**src/rtl/i2c_tgt_pkg.sv**
```systemverilog
// Shared types and constants for the I2C register-file target.
// State encoding, filter default, bus ACK levels, pointer stepping.
package i2c_tgt_pkg;

  typedef enum logic [3:0] {
    ST_IDLE,
    ST_ADDR,
    ST_ADDR_ACK,
    ST_PTR,
    ST_PTR_ACK,
    ST_WDATA,
    ST_WDATA_ACK,
    ST_RDATA,
    ST_RDATA_ACK,
    ST_IGNORE
  } state_e;

  localparam int FILTER_LEN_DEF = 4;

  localparam logic ACK_LVL  = 1'b0;
  localparam logic NACK_LVL = 1'b1;

  // Last implemented register wraps to 0; anything else steps mod 256.
  function automatic logic [7:0] ptr_next(
    input logic [7:0] p,
    input int         n
  );
    return (32'(p) == 32'(n - 1)) ? 8'h00 : p + 8'h01;
  endfunction

endpackage

```
**src/rtl/i2c_tgt_filter.sv**
```systemverilog
// SCL/SDA 2-flop synchroniser, glitch filter and bus event detector.
// In: clk, rst, scl_i, sda_i. Out: sda (filtered), scl_rise/fall, start, stop.
module i2c_tgt_filter
  import i2c_tgt_pkg::*;
#(
  parameter int FILTER_LEN = FILTER_LEN_DEF
) (
  input  logic clk,
  input  logic rst,
  input  logic scl_i,
  input  logic sda_i,
  output logic sda,
  output logic scl_rise,
  output logic scl_fall,
  output logic start,
  output logic stop
);

  localparam int CW = (FILTER_LEN > 1) ? $clog2(FILTER_LEN) : 1;

  // Bit 0 = SCL, bit 1 = SDA.
  logic [1:0]    s1_q, s1_d;
  logic [1:0]    s2_q, s2_d;
  logic [1:0]    filt_q, filt_d;
  logic [1:0]    prev_q, prev_d;
  logic [CW-1:0] cnt_q [2];
  logic [CW-1:0] cnt_d [2];

  always_comb begin
    s1_d   = {sda_i, scl_i};
    s2_d   = s1_q;
    prev_d = filt_q;
    filt_d = filt_q;
    for (int i = 0; i < 2; i++) begin
      cnt_d[i] = '0;
      // New level must be seen FILTER_LEN times in a row.
      if (s2_q[i] != filt_q[i]) begin
        if (cnt_q[i] == CW'(FILTER_LEN - 1)) begin
          filt_d[i] = s2_q[i];
        end else begin
          cnt_d[i] = cnt_q[i] + CW'(1);
        end
      end
    end
  end

  always_ff @(posedge clk) begin
    if (rst) begin
      s1_q     <= 2'b11;
      s2_q     <= 2'b11;
      filt_q   <= 2'b11;
      prev_q   <= 2'b11;
      cnt_q[0] <= '0;
      cnt_q[1] <= '0;
    end else begin
      s1_q     <= s1_d;
      s2_q     <= s2_d;
      filt_q   <= filt_d;
      prev_q   <= prev_d;
      cnt_q[0] <= cnt_d[0];
      cnt_q[1] <= cnt_d[1];
    end
  end

  assign sda      = filt_q[1];
  assign scl_rise = filt_q[0] & ~prev_q[0];
  assign scl_fall = ~filt_q[0] & prev_q[0];
  assign start    = filt_q[0] & prev_q[0] & prev_q[1] & ~filt_q[1];
  assign stop     = filt_q[0] & prev_q[0] & ~prev_q[1] & filt_q[1];

endmodule

```
**src/rtl/i2c_target_regs.sv**
```systemverilog
// I2C target with an 8-bit register file, pointer auto-increment.
// Pins scl_*/sda_*; local loc_wr_*/loc_rd_*; host-write strobe bus_wr_*; busy.
module i2c_target_regs
  import i2c_tgt_pkg::*;
#(
  parameter logic [6:0]            DEV_ADDR   = 7'h68,
  parameter int                    NUM_REGS   = 32,
  parameter logic [NUM_REGS*8-1:0] RESET_VAL  = '0,
  parameter logic [NUM_REGS-1:0]   RO_MASK    = '0,
  parameter int                    FILTER_LEN = FILTER_LEN_DEF
) (
  input  logic       clk,
  input  logic       rst,
  input  logic       scl_i,
  output logic       scl_o,
  output logic       scl_t,
  input  logic       sda_i,
  output logic       sda_o,
  output logic       sda_t,
  input  logic       loc_wr_en,
  input  logic [7:0] loc_wr_addr,
  input  logic [7:0] loc_wr_data,
  input  logic [7:0] loc_rd_addr,
  output logic [7:0] loc_rd_data,
  output logic       bus_wr_valid,
  output logic [7:0] bus_wr_addr,
  output logic [7:0] bus_wr_data,
  output logic       busy
);

  localparam int IW = (NUM_REGS > 1) ? $clog2(NUM_REGS) : 1;

  logic sda_f, scl_rise, scl_fall, start, stop;

  i2c_tgt_filter #(.FILTER_LEN(FILTER_LEN)) u_filt (
    .clk      (clk),
    .rst      (rst),
    .scl_i    (scl_i),
    .sda_i    (sda_i),
    .sda      (sda_f),
    .scl_rise (scl_rise),
    .scl_fall (scl_fall),
    .start    (start),
    .stop     (stop)
  );

  state_e     state_q, state_d;
  logic [2:0] bit_cnt_q, bit_cnt_d;
  logic [6:0] shift_q, shift_d;
  logic [7:0] rd_q, rd_d;
  logic [7:0] ptr_q, ptr_d;
  logic       sda_t_q, sda_t_d;
  logic       busy_q, busy_d;
  logic       phase_q, phase_d;
  logic       rw_q, rw_d;
  logic       hack_q, hack_d;
  logic       wv_q, wv_d;
  logic [7:0] wa_q, wa_d;
  logic [7:0] wd_q, wd_d;
  logic [7:0] regs_q [NUM_REGS];
  logic [7:0] regs_d [NUM_REGS];

  logic [7:0]    byte_in, rd_sel;
  logic [IW-1:0] ptr_idx, loc_idx;
  logic          ptr_ok, loc_ok, byte_end, load_rd;

  assign byte_in  = {shift_q, sda_f};
  assign byte_end = scl_rise && (bit_cnt_q == 3'd7);
  assign ptr_idx  = ptr_q[IW-1:0];
  assign loc_idx  = loc_wr_addr[IW-1:0];
  assign ptr_ok   = {1'b0, ptr_q} < 9'(NUM_REGS);
  assign loc_ok   = {1'b0, loc_wr_addr} < 9'(NUM_REGS);
  assign rd_sel   = ptr_ok ? regs_q[ptr_idx] : 8'h00;

  always_comb begin
    state_d   = state_q;
    bit_cnt_d = bit_cnt_q;
    shift_d   = shift_q;
    rd_d      = rd_q;
    ptr_d     = ptr_q;
    sda_t_d   = sda_t_q;
    busy_d    = busy_q;
    phase_d   = phase_q;
    rw_d      = rw_q;
    hack_d    = hack_q;
    wv_d      = 1'b0;
    wa_d      = wa_q;
    wd_d      = wd_q;
    regs_d    = regs_q;
    load_rd   = 1'b0;

    if (start) begin
      state_d   = ST_ADDR;
      bit_cnt_d = 3'd0;
      sda_t_d   = 1'b1;
      phase_d   = 1'b0;
    end else if (stop) begin
      state_d = ST_IDLE;
      sda_t_d = 1'b1;
      busy_d  = 1'b0;
      phase_d = 1'b0;
    end else begin
      unique case (state_q)
        ST_ADDR, ST_PTR, ST_WDATA: begin
          if (scl_rise) begin
            shift_d   = byte_in[6:0];
            bit_cnt_d = bit_cnt_q + 3'd1;
          end
          if (byte_end) begin
            unique case (1'b1)
              state_q == ST_ADDR: begin
                if (byte_in[7:1] == DEV_ADDR) begin
                  state_d = ST_ADDR_ACK;
                  busy_d  = 1'b1;
                  rw_d    = byte_in[0];
                end else begin
                  state_d = ST_IGNORE;
                  busy_d  = 1'b0;
                end
              end
              state_q == ST_PTR: begin
                ptr_d   = byte_in;
                state_d = ST_PTR_ACK;
              end
              default: begin
                // Every host data byte is strobed; RO/out-of-range are dropped.
                wv_d  = 1'b1;
                wa_d  = ptr_q;
                wd_d  = byte_in;
                ptr_d = ptr_next(ptr_q, NUM_REGS);
                if (ptr_ok && !RO_MASK[ptr_idx]) begin
                  regs_d[ptr_idx] = byte_in;
                end
                state_d = ST_WDATA_ACK;
              end
            endcase
          end
        end
        ST_ADDR_ACK, ST_PTR_ACK, ST_WDATA_ACK: begin
          // First fall starts the ACK slot, second fall ends it.
          if (scl_fall) begin
            if (!phase_q) begin
              sda_t_d = ACK_LVL;
              phase_d = 1'b1;
            end else begin
              sda_t_d   = 1'b1;
              phase_d   = 1'b0;
              bit_cnt_d = 3'd0;
              if (state_q == ST_ADDR_ACK && rw_q) begin
                load_rd = 1'b1;
              end else if (state_q == ST_ADDR_ACK) begin
                state_d = ST_PTR;
              end else begin
                state_d = ST_WDATA;
              end
            end
          end
        end
        ST_RDATA: begin
          if (scl_rise) begin
            bit_cnt_d = bit_cnt_q + 3'd1;
            if (bit_cnt_q == 3'd7) begin
              state_d = ST_RDATA_ACK;
            end
          end else if (scl_fall) begin
            rd_d    = {rd_q[6:0], rd_q[7]};
            sda_t_d = rd_q[6];
          end
        end
        ST_RDATA_ACK: begin
          if (scl_fall && !phase_q) begin
            sda_t_d = NACK_LVL;
            phase_d = 1'b1;
          end else if (scl_rise) begin
            hack_d = (sda_f == ACK_LVL);
          end else if (scl_fall) begin
            phase_d = 1'b0;
            if (hack_q) begin
              load_rd = 1'b1;
            end else begin
              state_d = ST_IGNORE;
            end
          end
        end
        default: begin
        end
      endcase
    end

    // Snapshot isolates the byte on the wire from later local writes.
    if (load_rd) begin
      state_d   = ST_RDATA;
      bit_cnt_d = 3'd0;
      rd_d      = rd_sel;
      sda_t_d   = rd_sel[7];
      ptr_d     = ptr_next(ptr_q, NUM_REGS);
    end

    // Local side applied last so it wins a same-cycle collision.
    if (loc_wr_en && loc_ok) begin
      regs_d[loc_idx] = loc_wr_data;
    end
  end

  always_ff @(posedge clk) begin
    if (rst) begin
      state_q   <= ST_IDLE;
      bit_cnt_q <= 3'd0;
      shift_q   <= 7'd0;
      rd_q      <= 8'd0;
      ptr_q     <= 8'd0;
      sda_t_q   <= 1'b1;
      busy_q    <= 1'b0;
      phase_q   <= 1'b0;
      rw_q      <= 1'b0;
      hack_q    <= 1'b0;
      wv_q      <= 1'b0;
      wa_q      <= 8'd0;
      wd_q      <= 8'd0;
      for (int i = 0; i < NUM_REGS; i++) begin
        regs_q[i] <= RESET_VAL[8*i +: 8];
      end
    end else begin
      state_q   <= state_d;
      bit_cnt_q <= bit_cnt_d;
      shift_q   <= shift_d;
      rd_q      <= rd_d;
      ptr_q     <= ptr_d;
      sda_t_q   <= sda_t_d;
      busy_q    <= busy_d;
      phase_q   <= phase_d;
      rw_q      <= rw_d;
      hack_q    <= hack_d;
      wv_q      <= wv_d;
      wa_q      <= wa_d;
      wd_q      <= wd_d;
      regs_q    <= regs_d;
    end
  end

  assign scl_o        = 1'b0;
  assign scl_t        = 1'b1;
  assign sda_o        = 1'b0;
  assign sda_t        = sda_t_q;
  assign busy         = busy_q;
  assign bus_wr_valid = wv_q;
  assign bus_wr_addr  = wa_q;
  assign bus_wr_data  = wd_q;

  assign loc_rd_data = ({1'b0, loc_rd_addr} < 9'(NUM_REGS))
                     ? regs_q[loc_rd_addr[IW-1:0]] : 8'h00;

endmodule

```
**config.mk**
```make
export PLATFORM = sky130hd
export DESIGN_NAME = i2c_target_regs
export DESIGN_NICKNAME = d
export VERILOG_FILES = /design/src/rtl/i2c_tgt_pkg.sv /design/src/rtl/i2c_tgt_filter.sv /design/src/rtl/i2c_target_regs.sv
export SDC_FILE = /design/constraint.sdc
export NUM_CORES = 1
export LEC_CHECK = 0
export ABC_AREA = 1
export BUFFER_PORTS_ARGS = -buffer_cell sky130_fd_sc_hd__buf_2
export CORE_ASPECT_RATIO = 1.2
export CORE_MARGIN = 1.5
export CORE_UTILIZATION = 45
export CTS_CLUSTER_DIAMETER = 200
export DETAILED_ROUTE_END_ITERATION = 8
export HOLD_SLACK_MARGIN = 0.1
export PLACE_DENSITY = 0.68
export SYNTH_ARGS = -nofsm -noshare
export SYNTH_HDL_FRONTEND = slang
export SYNTH_SLANG_ARGS = --single-unit
```
**constraint.sdc**
```tcl
create_clock -name clk -period 2.3 [get_ports clk]
set_input_delay 0.46 -clock clk [delete_from_list [all_inputs] [get_ports clk]]
set_output_delay 0.46 -clock clk [all_outputs]
set_load 0.02 [all_outputs]
```
==> reports/results.ini <==
[sta]
min_period_ns=2.432
setup_viol=8
clock.fmax_mhz=411.2
max_slew_margin_pct=55.29
rsz0062_at_grt=yes
hold_violations=0
worstMarginPinSlew_ns=0.6707
setup_slack_ns=-0.1320
fin_skew_ns=0.03005
finalCritPeriodShare_pct=105.7
drv_slew=0

[detailed_routing]
drt-met1-wl_mm=34.88
route.met3.wl_mm=8.649
routedWlPerCell_um=22.95
drc_errors=0
first_pass_iters=6
wl_met2_mm=38.52
top_layer=met5
drtAntennaViolNets=0
vias=23690
drt_iter0_drc=2649
via_per_inst=6.091
postRouteWirelength_mm=89.26

[grt]
grt_max_degree=111
grt_pass1_wl_mm=132.5
antenna_found_initial=1
grt_pass1_vias=21610
grt-ovfl-total=0
track_usage_pct=38.14

[clock_tree]
clkTransAtPathRegs_ns=0.06
clockBufferDepth=3
clkSinkCount=320
cts_root_buf=clkbuf_16
clk_latency_ns=0.59
cts_max_level=2
cts_tree=built
cts_buffers=38

[power_and_ir_drop]
p_clk_share_pct=48.9
seq_power_share_pct=42.2
switching_power_mw=3.443
switching_share_pct=26.06
fin_total_pwr_mw=13.21
p_leak_nw=11.36
p_int_mw=9.770
p_comb_share_pct=9.0
p_per_area_nw_per_um2=544.8
peakVddDrop_mv=0.4688

[setup_path]
crit_path_end_kind=primary output
start_kind=flop
crit_required_ns=1.84
path_delay_family=simple AND/OR/NAND/NOR gates
path_buf_inv=1
critPathKind=flop to primary output
path_cells=nor2_1, o221ai_2, nand3_1, nand2_1, nor2_1, nor2_4, buf_6
crit_top_cell=nor2_1
path_depth=7
cpPeakStageDelay_ns=0.40
ff2ff_path_depth=12
path_max_fanout=3
cpMaxStageDelayCell=dfxtp_1
worstPathArrival_ns=1.97

[logic_synthesis]
muxShareOfSynthArea_pct=0
synth_area_per_cell_um2=6.210
ys_ff_latch=320
yosysWarnings=0
synth_top_family_by_area=compound AO/OA/AOI/OAI gates
synth-xor-area-share_pct=0.08731
synthCells=3231
netlist_area_um2=20060
synth-adder-area-share_pct=0.4989
seq_area_frac_synth_pct=31.93
synthSimpleGateAreaFrac_pct=23.59
ys_types=41
synth_compound_area_share_pct=31.64

[die]
die_area_um2=45860
ios=59
row_count=84
coreArea_um2=43930
fp.dieW_um=195.8
start_util_pct=45.67
die_y_um=234.3

[final_layout]
area_growth_pct=20.88
register_area_um2=6528
nNetsFinal=3340
multi_input_area_um2=11630
final_cells=3889
drive_gt1_share_pct=17.00
fillCellCount=4325
n_antenna_cell=0

[place]
portBuffers=55
gp_congestion=1.032
dp_hpwl_mm=58.65
dp.cells=3781

[run_status]
outcome=complete, but fails checks
violations=negative setup slack

[min_path]
hp-class=input pin to flop
whs_path_depth=3

[run]
maxCapViolations=0

## final timing paths
check / startpoint / to / slack (ns)
worst max-delay path: regs_q[134] / loc_rd_data[6] / -0.13
worst min-delay path: loc_wr_data[3] / regs_q[131] / 0.32
worst max register to register: bit_cnt_q[1] / regs_q[226] / 0.11
worst min register to register: u_filt.s1_q[0] / u_filt.s2_q[0] / 0.41
## layer usage
layer / vias up / track usage (%)
li1: 10910 / -
met1: 10990 / 47.52
met2: 1385 / 59.26
met3: 408 / 7.695
met4: 2 / 26.83
met5: - / 0
## worst register-to-register path, delay by kind of cell (launching register included)
kind,cells,cell delay (ns)
AND/OR/NAND/NOR,5,0.80
flip-flops,1,0.35
AO/OA/AOI/OAI,2,0.35
buffers and inverters,3,0.32
adder cells (fa/ha/maj),2,0.28
## timing repair
| item | CTS | global route |
|---|---|---|
| setup buffers | 13 | 12 |
| pin swaps | 75 | 47 |
| gates resized for setup | 191 | 77 |
| setup endpoints to repair | 13 | 207 |
| hold buffers | 2 | 0 |
| endpoints found under the hold margin | 2 | 0 |
| cloned | 7 | 8 |
## power by group through the flow
stage / clock (mW) / sequential, mW / combinational, mW
final: 6.45 / 5.57 / 1.19
after CTS: 6.52 / 5.57 / 1.12
after global routing: 6.70 / 5.57 / 1.25
after detailed placement: 0 / 5.70 / 0.991
after global placement: 0 / 5.70 / 0.982
after floorplan: 0 / 5.70 / 0.570
## logic make-up after synthesis
| family | after synthesis |
|---|---|
| and+or+nand+nor | 1149 |
| other | 2 |
| AOI/OAI and AO/OA | 1143 |
| adders and majority gates | 8 |
| DFF | 320 |
| xor gates and xnor gates | 2 |
| buffers and inverters | 607 |
## sequential cells by signal (all words and copies together), names as in the netlist, 3 cells and up
name	cells
bit_cnt_q	3
state_q	4
bus_wr_data	8
u_filt.cnt_q	4
rd_q	8
shift_q	7
bus_wr_addr	8
regs_q	256
ptr_q	8
## through the flow
step / utilization [%] / setup WS (ns) / TNS [ns] / instance area, um^2 / hold WS (ns)
2_1_floorplan: - / 0.003695 / 0 / 20070 / 0.3895
3_3_place_gp: 49.65 / -0.3097 / -1.989 / 21810 / 0.3913
3_5_place_dp: 49.65 / -0.2743 / -1.898 / 21810 / 0.3928
4_1_cts: 54.27 / -0.09923 / -0.4226 / 23840 / 0.2948
5_1_grt: 55.20 / -0.1753 / -1.035 / 24250 / 0.3424
6_report: 55.20 / -0.1320 / -0.6484 / 24250 / 0.3152
## final cells by class
| class | count | share of cell area, % |
|---|---|---|
| clock buffers | 52 | 4.514 |
| clock inverters | 15 | 0.8771 |
| inverters | 351 | 5.489 |
| multi-input cells | 2312 | 47.98 |
| flip-flops and latches | 320 | 26.92 |
| well taps | 559 | 2.884 |
| repair buffers | 280 | 11.35 |
## cells in the final DEF (no fill, tap or decap), drive strengths merged, types with 8 or more instances in the layout
cell,instances
o21ai,480
buf,277
ha,8
nand2,654
nor3,30
inv,348
clkinv,13
o221ai,40
nor2,372
a21oi,434
clkbuf,53
dfxtp,320
o211ai,180
nand3,87
## cells in the mapped netlist, drive strengths merged
library cell / count / area share (%)
o211ai: 180 / 6.7
nor3: 30 / 0.85
inv: 346 / 6.5
clkinv: 5 / 0.094
clkbuf: 183 / 3.4
buf: 73 / 2.2
or2: 6 / 0.19
o31ai: 1 / 0.037
o211a: 1 / 0.050
o21ai: 480 / 12
conb: 2 / 0.037
o21bai: 2 / 0.075
o22ai: 3 / 0.094
nand4: 5 / 0.16
xor2: 2 / 0.087
dfxtp: 320 / 32
o2111ai: 1 / 0.044
a211oi: 1 / 0.037
nand3: 81 / 2.3
ha: 8 / 0.50
nor2: 372 / 7.5
nand2: 653 / 13
o221ai: 40 / 1.7
a21oi: 434 / 11
nor3b: 2 / 0.075
(Power assumes the default switching activity.)
